**config.mk**
```make
export PLATFORM = sky130hd
export DESIGN_NAME = dac_spi_writer
export DESIGN_NICKNAME = d
export VERILOG_FILES = /design/src/rtl/pid_pkg.sv /design/src/rtl/dac_spi_writer_sclk_tick_gen.sv /design/src/rtl/dac_spi_writer.sv
export SDC_FILE = /design/constraint.sdc
export NUM_CORES = 1
export LEC_CHECK = 0
export ABC_CLOCK_PERIOD_IN_PS = 3150
export BUFFER_PORTS_ARGS = -buffer_cell sky130_fd_sc_hd__buf_4
export CORE_UTILIZATION = 55
export CTS_CLUSTER_DIAMETER = 120
export DETAILED_ROUTE_END_ITERATION = 8
export GPL_ROUTABILITY_DRIVEN = 1
export PLACE_DENSITY_LB_ADDON = 0.15
export SLEW_MARGIN = 20
export SYNTH_ARGS = -nofsm -noshare
export SYNTH_HDL_FRONTEND = slang
export SYNTH_SLANG_ARGS = --single-unit
```
**constraint.sdc**
```tcl
create_clock -name clk -period 3.15 [get_ports clk]
set_input_delay 0.1575 -clock clk [delete_from_list [all_inputs] [get_ports clk]]
set_output_delay 0.1575 -clock clk [all_outputs]
set_load 0.03 [all_outputs]
```
**src/rtl/pid_pkg.sv**
```systemverilog
// Shared types and constants for the PID output path and its DAC writer.
package pid_pkg;

    localparam int DAC_W       = 12;
    localparam int DAC_FRAME_W = 16;
    localparam logic [DAC_FRAME_W-1:0] UMAX = 16'h0FFF;
    localparam logic [3:0] CFG_BITS_DEF = 4'b0011;

    typedef enum logic [2:0] {
        IDLE,
        CS_SETUP,
        SHIFT,
        CS_HOLD,
        LDAC,
        DONE
    } dac_state_t;

    function automatic logic [DAC_FRAME_W-1:0] dac_frame(input logic [3:0] cfg,
                                                         input logic [DAC_W-1:0] code);
        return {cfg, code};
    endfunction

endpackage

```
**src/rtl/dac_spi_writer_sclk_tick_gen.sv**
```systemverilog
// SCLK half-period tick generator; held at zero whenever not enabled or cleared.
module sclk_tick_gen #(
    parameter int CLK_DIV = 4
) (
    input  logic clk,
    input  logic reset,
    input  logic en,
    input  logic clear,
    output logic tick
);

    localparam int CW = (CLK_DIV > 1) ? $clog2(CLK_DIV) : 1;

    logic [CW-1:0] cnt;

    assign tick = en && (cnt == CW'(CLK_DIV - 1));

    always_ff @(posedge clk or negedge reset) begin
        if (!reset) begin
            cnt <= '0;
        end else if (clear) begin
            cnt <= '0;
        end else if (en) begin
            cnt <= tick ? '0 : cnt + 1'b1;
        end
    end

endmodule

```
**src/rtl/dac_spi_writer.sv**
```systemverilog
// Writes the saturated 12-bit control word to an MCP4921-style SPI DAC (mode 0),
// then strobes LDAC_n and pulses o_done.
module dac_spi_writer
    import pid_pkg::*;
#(
    parameter int         CLK_DIV  = 4,
    parameter logic [3:0] CFG_BITS = CFG_BITS_DEF,
    parameter int         LDAC_CYC = 2
) (
    input  logic                   clk,
    input  logic                   reset,
    input  logic                   i_start,
    input  logic [DAC_FRAME_W-1:0] i_data,
    output logic                   o_sclk,
    output logic                   o_mosi,
    output logic                   o_cs_n,
    output logic                   o_ldac_n,
    output logic                   o_busy,
    output logic                   o_done
);

    localparam int LW = (LDAC_CYC > 1) ? $clog2(LDAC_CYC) : 1;

    dac_state_t             state;
    logic [DAC_FRAME_W-1:0] shift_reg;
    logic [3:0]             bit_cnt;
    logic [LW-1:0]          ldac_cnt;
    logic                   pend_valid;
    logic [DAC_W-1:0]       pend_data;
    logic                   tick;
    logic                   tick_en;
    logic [DAC_FRAME_W-1:0] load_frame;
    logic                   unused_data_hi;

    assign unused_data_hi = ^i_data[DAC_FRAME_W-1:DAC_W];
    assign tick_en = (state == CS_SETUP) || (state == SHIFT) || (state == CS_HOLD);

    // A start landing in DONE goes straight into the next frame rather than
    // through the pending register, so it cannot be lost on the restart edge.
    always_comb begin
        load_frame = dac_frame(CFG_BITS, i_data[DAC_W-1:0]);
        if (state == DONE && !i_start) begin
            load_frame = dac_frame(CFG_BITS, pend_data);
        end
    end

    sclk_tick_gen #(.CLK_DIV(CLK_DIV)) u_tick (
        .clk   (clk),
        .reset (reset),
        .en    (tick_en),
        .clear (!tick_en),
        .tick  (tick)
    );

    always_ff @(posedge clk or negedge reset) begin
        if (!reset) begin
            state      <= IDLE;
            shift_reg  <= '0;
            bit_cnt    <= '0;
            ldac_cnt   <= '0;
            pend_valid <= 1'b0;
            pend_data  <= '0;
            o_sclk     <= 1'b0;
            o_mosi     <= 1'b0;
            o_cs_n     <= 1'b1;
            o_ldac_n   <= 1'b1;
            o_busy     <= 1'b0;
            o_done     <= 1'b0;
        end else begin
            o_done <= 1'b0;
            if (i_start && state != IDLE && state != DONE) begin
                pend_data  <= i_data[DAC_W-1:0];
                pend_valid <= 1'b1;
            end
            case (state)
                IDLE: begin
                    if (i_start) begin
                        state     <= CS_SETUP;
                        shift_reg <= load_frame;
                        o_mosi    <= load_frame[DAC_FRAME_W-1];
                        o_cs_n    <= 1'b0;
                        o_busy    <= 1'b1;
                        bit_cnt   <= '0;
                    end
                end
                CS_SETUP: begin
                    if (tick) state <= SHIFT;
                end
                SHIFT: begin
                    if (tick) begin
                        if (!o_sclk) begin
                            o_sclk <= 1'b1;
                        end else begin
                            o_sclk <= 1'b0;
                            if (bit_cnt == 4'd15) begin
                                state   <= CS_HOLD;
                                o_mosi  <= 1'b0;
                                bit_cnt <= '0;
                            end else begin
                                bit_cnt   <= bit_cnt + 1'b1;
                                o_mosi    <= shift_reg[DAC_FRAME_W-2];
                                shift_reg <= {shift_reg[DAC_FRAME_W-2:0], 1'b0};
                            end
                        end
                    end
                end
                CS_HOLD: begin
                    if (tick) begin
                        state    <= LDAC;
                        o_cs_n   <= 1'b1;
                        o_ldac_n <= 1'b0;
                        ldac_cnt <= '0;
                    end
                end
                LDAC: begin
                    if (ldac_cnt == LW'(LDAC_CYC - 1)) begin
                        state    <= DONE;
                        o_ldac_n <= 1'b1;
                        o_done   <= 1'b1;
                    end else begin
                        ldac_cnt <= ldac_cnt + 1'b1;
                    end
                end
                DONE: begin
                    if (i_start || pend_valid) begin
                        state      <= CS_SETUP;
                        shift_reg  <= load_frame;
                        o_mosi     <= load_frame[DAC_FRAME_W-1];
                        o_cs_n     <= 1'b0;
                        bit_cnt    <= '0;
                        pend_valid <= 1'b0;
                    end else begin
                        state  <= IDLE;
                        o_busy <= 1'b0;
                    end
                end
                default: state <= IDLE;
            endcase
        end
    end

endmodule

```
==> flow_summary.toml <==
[die]
rows = 22
start_util_pct = 59.02
die-area_mm2 = 0.004275
die_x_um = 65.39
io_pins = 25
fp.dieH_um = 65.39
fp.coreArea_mm2 = 0.003744

[cts]
cts_max_level = 2
clkSinkCount = 44
cts_buffer_depth = 2
clock_tree.root_cell = "clkbuf_8"
insertion_delay_ps = 290
clk_pin_slew_worst_paths_ps = 80
cts_tree = "done"
cts_buffers = 5
cts_setup_buffers = 0
cts_resized = 0
ctsHoldBuffers = 1

[route]
drc_errors = 0
wl_mm = 3.942
drtAntennaViolNets = 0
via_per_inst = 5.780
initialDrtViolationCount = 56
drt-wirelength-per-cell_um = 14.93
vias = 1526
firstDrtPassIters = 4

[synth]
synthAdderAreaFrac_pct = 1.133
synthArstFlopShare_pct = 100.0
synth-edff-count = 0
synth_area_per_cell_um2 = 11.10
yosys.area_share.simple_pct = 13.59
synthMuxAreaShare_pct = 18.69
synth-seq-cells = 44
syn_area_mm2 = 0.002210
seq_area_frac_synth_pct = 49.94
synth_xor_area_share_pct = 0.7928
synth_compound_area_share_pct = 10.99
synth_top_family_by_area = "multiplexers"
synthDistinctLibCells = 41
synth_cells = 199
synthFlopType = "dfrtp_1"
ys_warn_count = 0
syn_nets = 220

[critical_path]
crit_family = "simple AND/OR/NAND/NOR gates"
path_class = "flop to flop"
endpoint_kind = "flop"
path_max_fanout = 20
crit_chain = "nor2_1 > and3_1 > or2_1 > mux2_2"
required_ps = 3320
cpMaxStageDelayCell = "dfrtp_1"
path_buf_inv = 0
critical-path-max-stage-delay_ps = 600
start_kind = "flop"
crit_arrival_ps = 2470

[sta]
worst_slew_pin_slew_ps = 702.0
layout_worst_path_cycle_share_pct = 73.03
max_freq_mhz = 434.7
skew_ps = 6.395
finalHoldViolCount = 0
slew_headroom_pct = 53.20
finalMaxSlewViolations = 0
setup_viol = 0
fin_ws_ps = 849.5
layout_min_cycle_time_ps = 2300
whs_ps = 100.9
tns_ps = 0
grt_setup_unrepaired = "false"

[final_layout]
syn_to_final_growth_pct = 12.17
num-fill-cells = 306
layout-drive-gt1-share_pct = 27.31
n_antenna_cell = 0
post-route-cell-area_mm2 = 0.002479
nets = 236
largest_reg_flops = 15

[power]
clkPwrFrac_pct = 20.3
switching_share_pct = 33.99
p_switching_w = 0.0007701
p_total_w = 0.002266
p_per_area_mw_per_mm2 = 914.1
pwr-share-comb_pct = 35.8
p_int_w = 0.001496
vdd_ir_drop_max_v = 0.0004583
p_seq_share_pct = 44.0
p_leak_nw = 1.117

[grt]
antenna_found_initial = 0
grt_pass1_vias = 1534
grt_pass1_wl_mm = 6.886
grt_util_all_layers_pct = 21.51
gr-total-overflow = 0
grt_max_degree = 45

[placement]
placedInstanceArea_mm2 = 0.002342
dp_hpwl_mm = 2.718
place.gp.congestion = 0.8210
portBuffers = 20
pre_cts_ws_ps = 870.1

[outcome]
status = "completed"

[worst_hold_path]
hp-class = "input port to flop"

[flow_run]
maxCapViolCount = 0
power by group through the flow:
stage | Sequential, W | Combinational [W] | Clock [W]
after detailed placement | 0.00100 | 0.000814 | 0
final | 0.000997 | 0.000810 | 0.000459
after global routing | 0.00103 | 0.000902 | 0.000493
after floorplan | 0.000944 | 0.000714 | 0
after CTS | 0.000994 | 0.000821 | 0.000471
after global placement | 0.000981 | 0.000782 | 0
logic make-up (layout without fill, tap and decap cells):
family / after synthesis / count (layout)
AND/OR/NAND/NOR: 59 / 59
flip-flops: 44 / 44
AO/OA/AOI/OAI: 38 / 38
multiplexers: 36 / 36
buffers and inverters: 18 / 35
adder cells (fa/ha/maj): 2 / 2
XOR/XNOR: 2 / 2
placed cells by master, fill, tap and decap left out, types with 5 or more instances in the layout:
cell type,Yosys,layout
clkbuf_8,0,7
a21oi_1,18,18
buf_4,1,22
dfrtp_1,42,42
nand2_1,6,6
mux2_2,18,18
nor2_1,27,27
nand3_1,5,5
mux2_4,6,6
mux2i_1,12,12
metal layers:
layer / vias to the layer above / track usage (%) / share of wire, %
met4: 0 / 7.337 / 1.2
li1: 744 / - / -
met5: - / 0 / 0
met1: 751 / 26.99 / 45
met2: 25 / 36.60 / 51
met3: 6 / 4.688 / 2.8
worst reg2reg max path, stage by stage, from the launching register on:
cell and delay, ps:
dfrtp_1 600, nor2_1 300, and3_1 310, or2_1 550, mux2_2 420
path summary, 6_finish.rpt:
path                            endpoint  cells past startpoint     startpoint  slack, ps
max in group asynchronous         o_cs_n                      2          reset       2370
min in group asynchronous       state[2]                      2          reset        390
setup / recovery           shift_reg[10]                      4       state[0]        850
hold reg to reg            u_tick.cnt[0]                      1  u_tick.cnt[0]        450
hold / removal              pend_data[1]                      2      i_data[1]        100
setup reg to reg           shift_reg[10]                      4       state[0]        850
final cells by class:
class | instances | area (um^2) | share of cell area [%]
sequential | 44 | 1104 | 44.52
tap | 48 | 60.06 | 2.423
clock inverter | 1 | 30.03 | 1.212
multi-input combinational | 137 | 998.5 | 40.28
timing repair buffer | 23 | 175.2 | 7.067
inverter | 4 | 15.01 | 0.6058
clock buffer | 7 | 96.34 | 3.887
synth_stat cells (2+ instances only):
| cell | number | area share [%] |
|---|---|---|
| a21oi_1 | 18 | 4.1 |
| and4bb_2 | 2 | 1.1 |
| nor3_1 | 2 | 0.45 |
| nor4_1 | 3 | 0.85 |
| inv_1 | 4 | 0.68 |
| dfstp_2 | 2 | 2.4 |
| clkbuf_1 | 4 | 0.68 |
| buf_6 | 4 | 2.0 |
| mux2_4 | 6 | 4.1 |
| buf_2 | 5 | 1.1 |
| ha_1 | 2 | 1.1 |
| nand3_1 | 5 | 1.1 |
| and3_1 | 4 | 1.1 |
| o21ai_0 | 4 | 0.91 |
| nor3b_1 | 3 | 1.0 |
| o211ai_1 | 2 | 0.68 |
| nor2_1 | 27 | 4.6 |
| mux2_2 | 18 | 9.2 |
| mux2i_1 | 12 | 5.4 |
| xor2_1 | 2 | 0.79 |
| nand2_1 | 6 | 1.0 |
| a22o_1 | 4 | 1.6 |
| dfrtp_1 | 42 | 48 |
through the flow:
stage,instances,utilization [%]
floorplan,199,-
global placement,255,62.57
detailed placement,255,62.57
CTS,264,66.21
global route,264,66.21
finish,264,66.21
No activity file was read; power rests on OpenSTA's default activity.
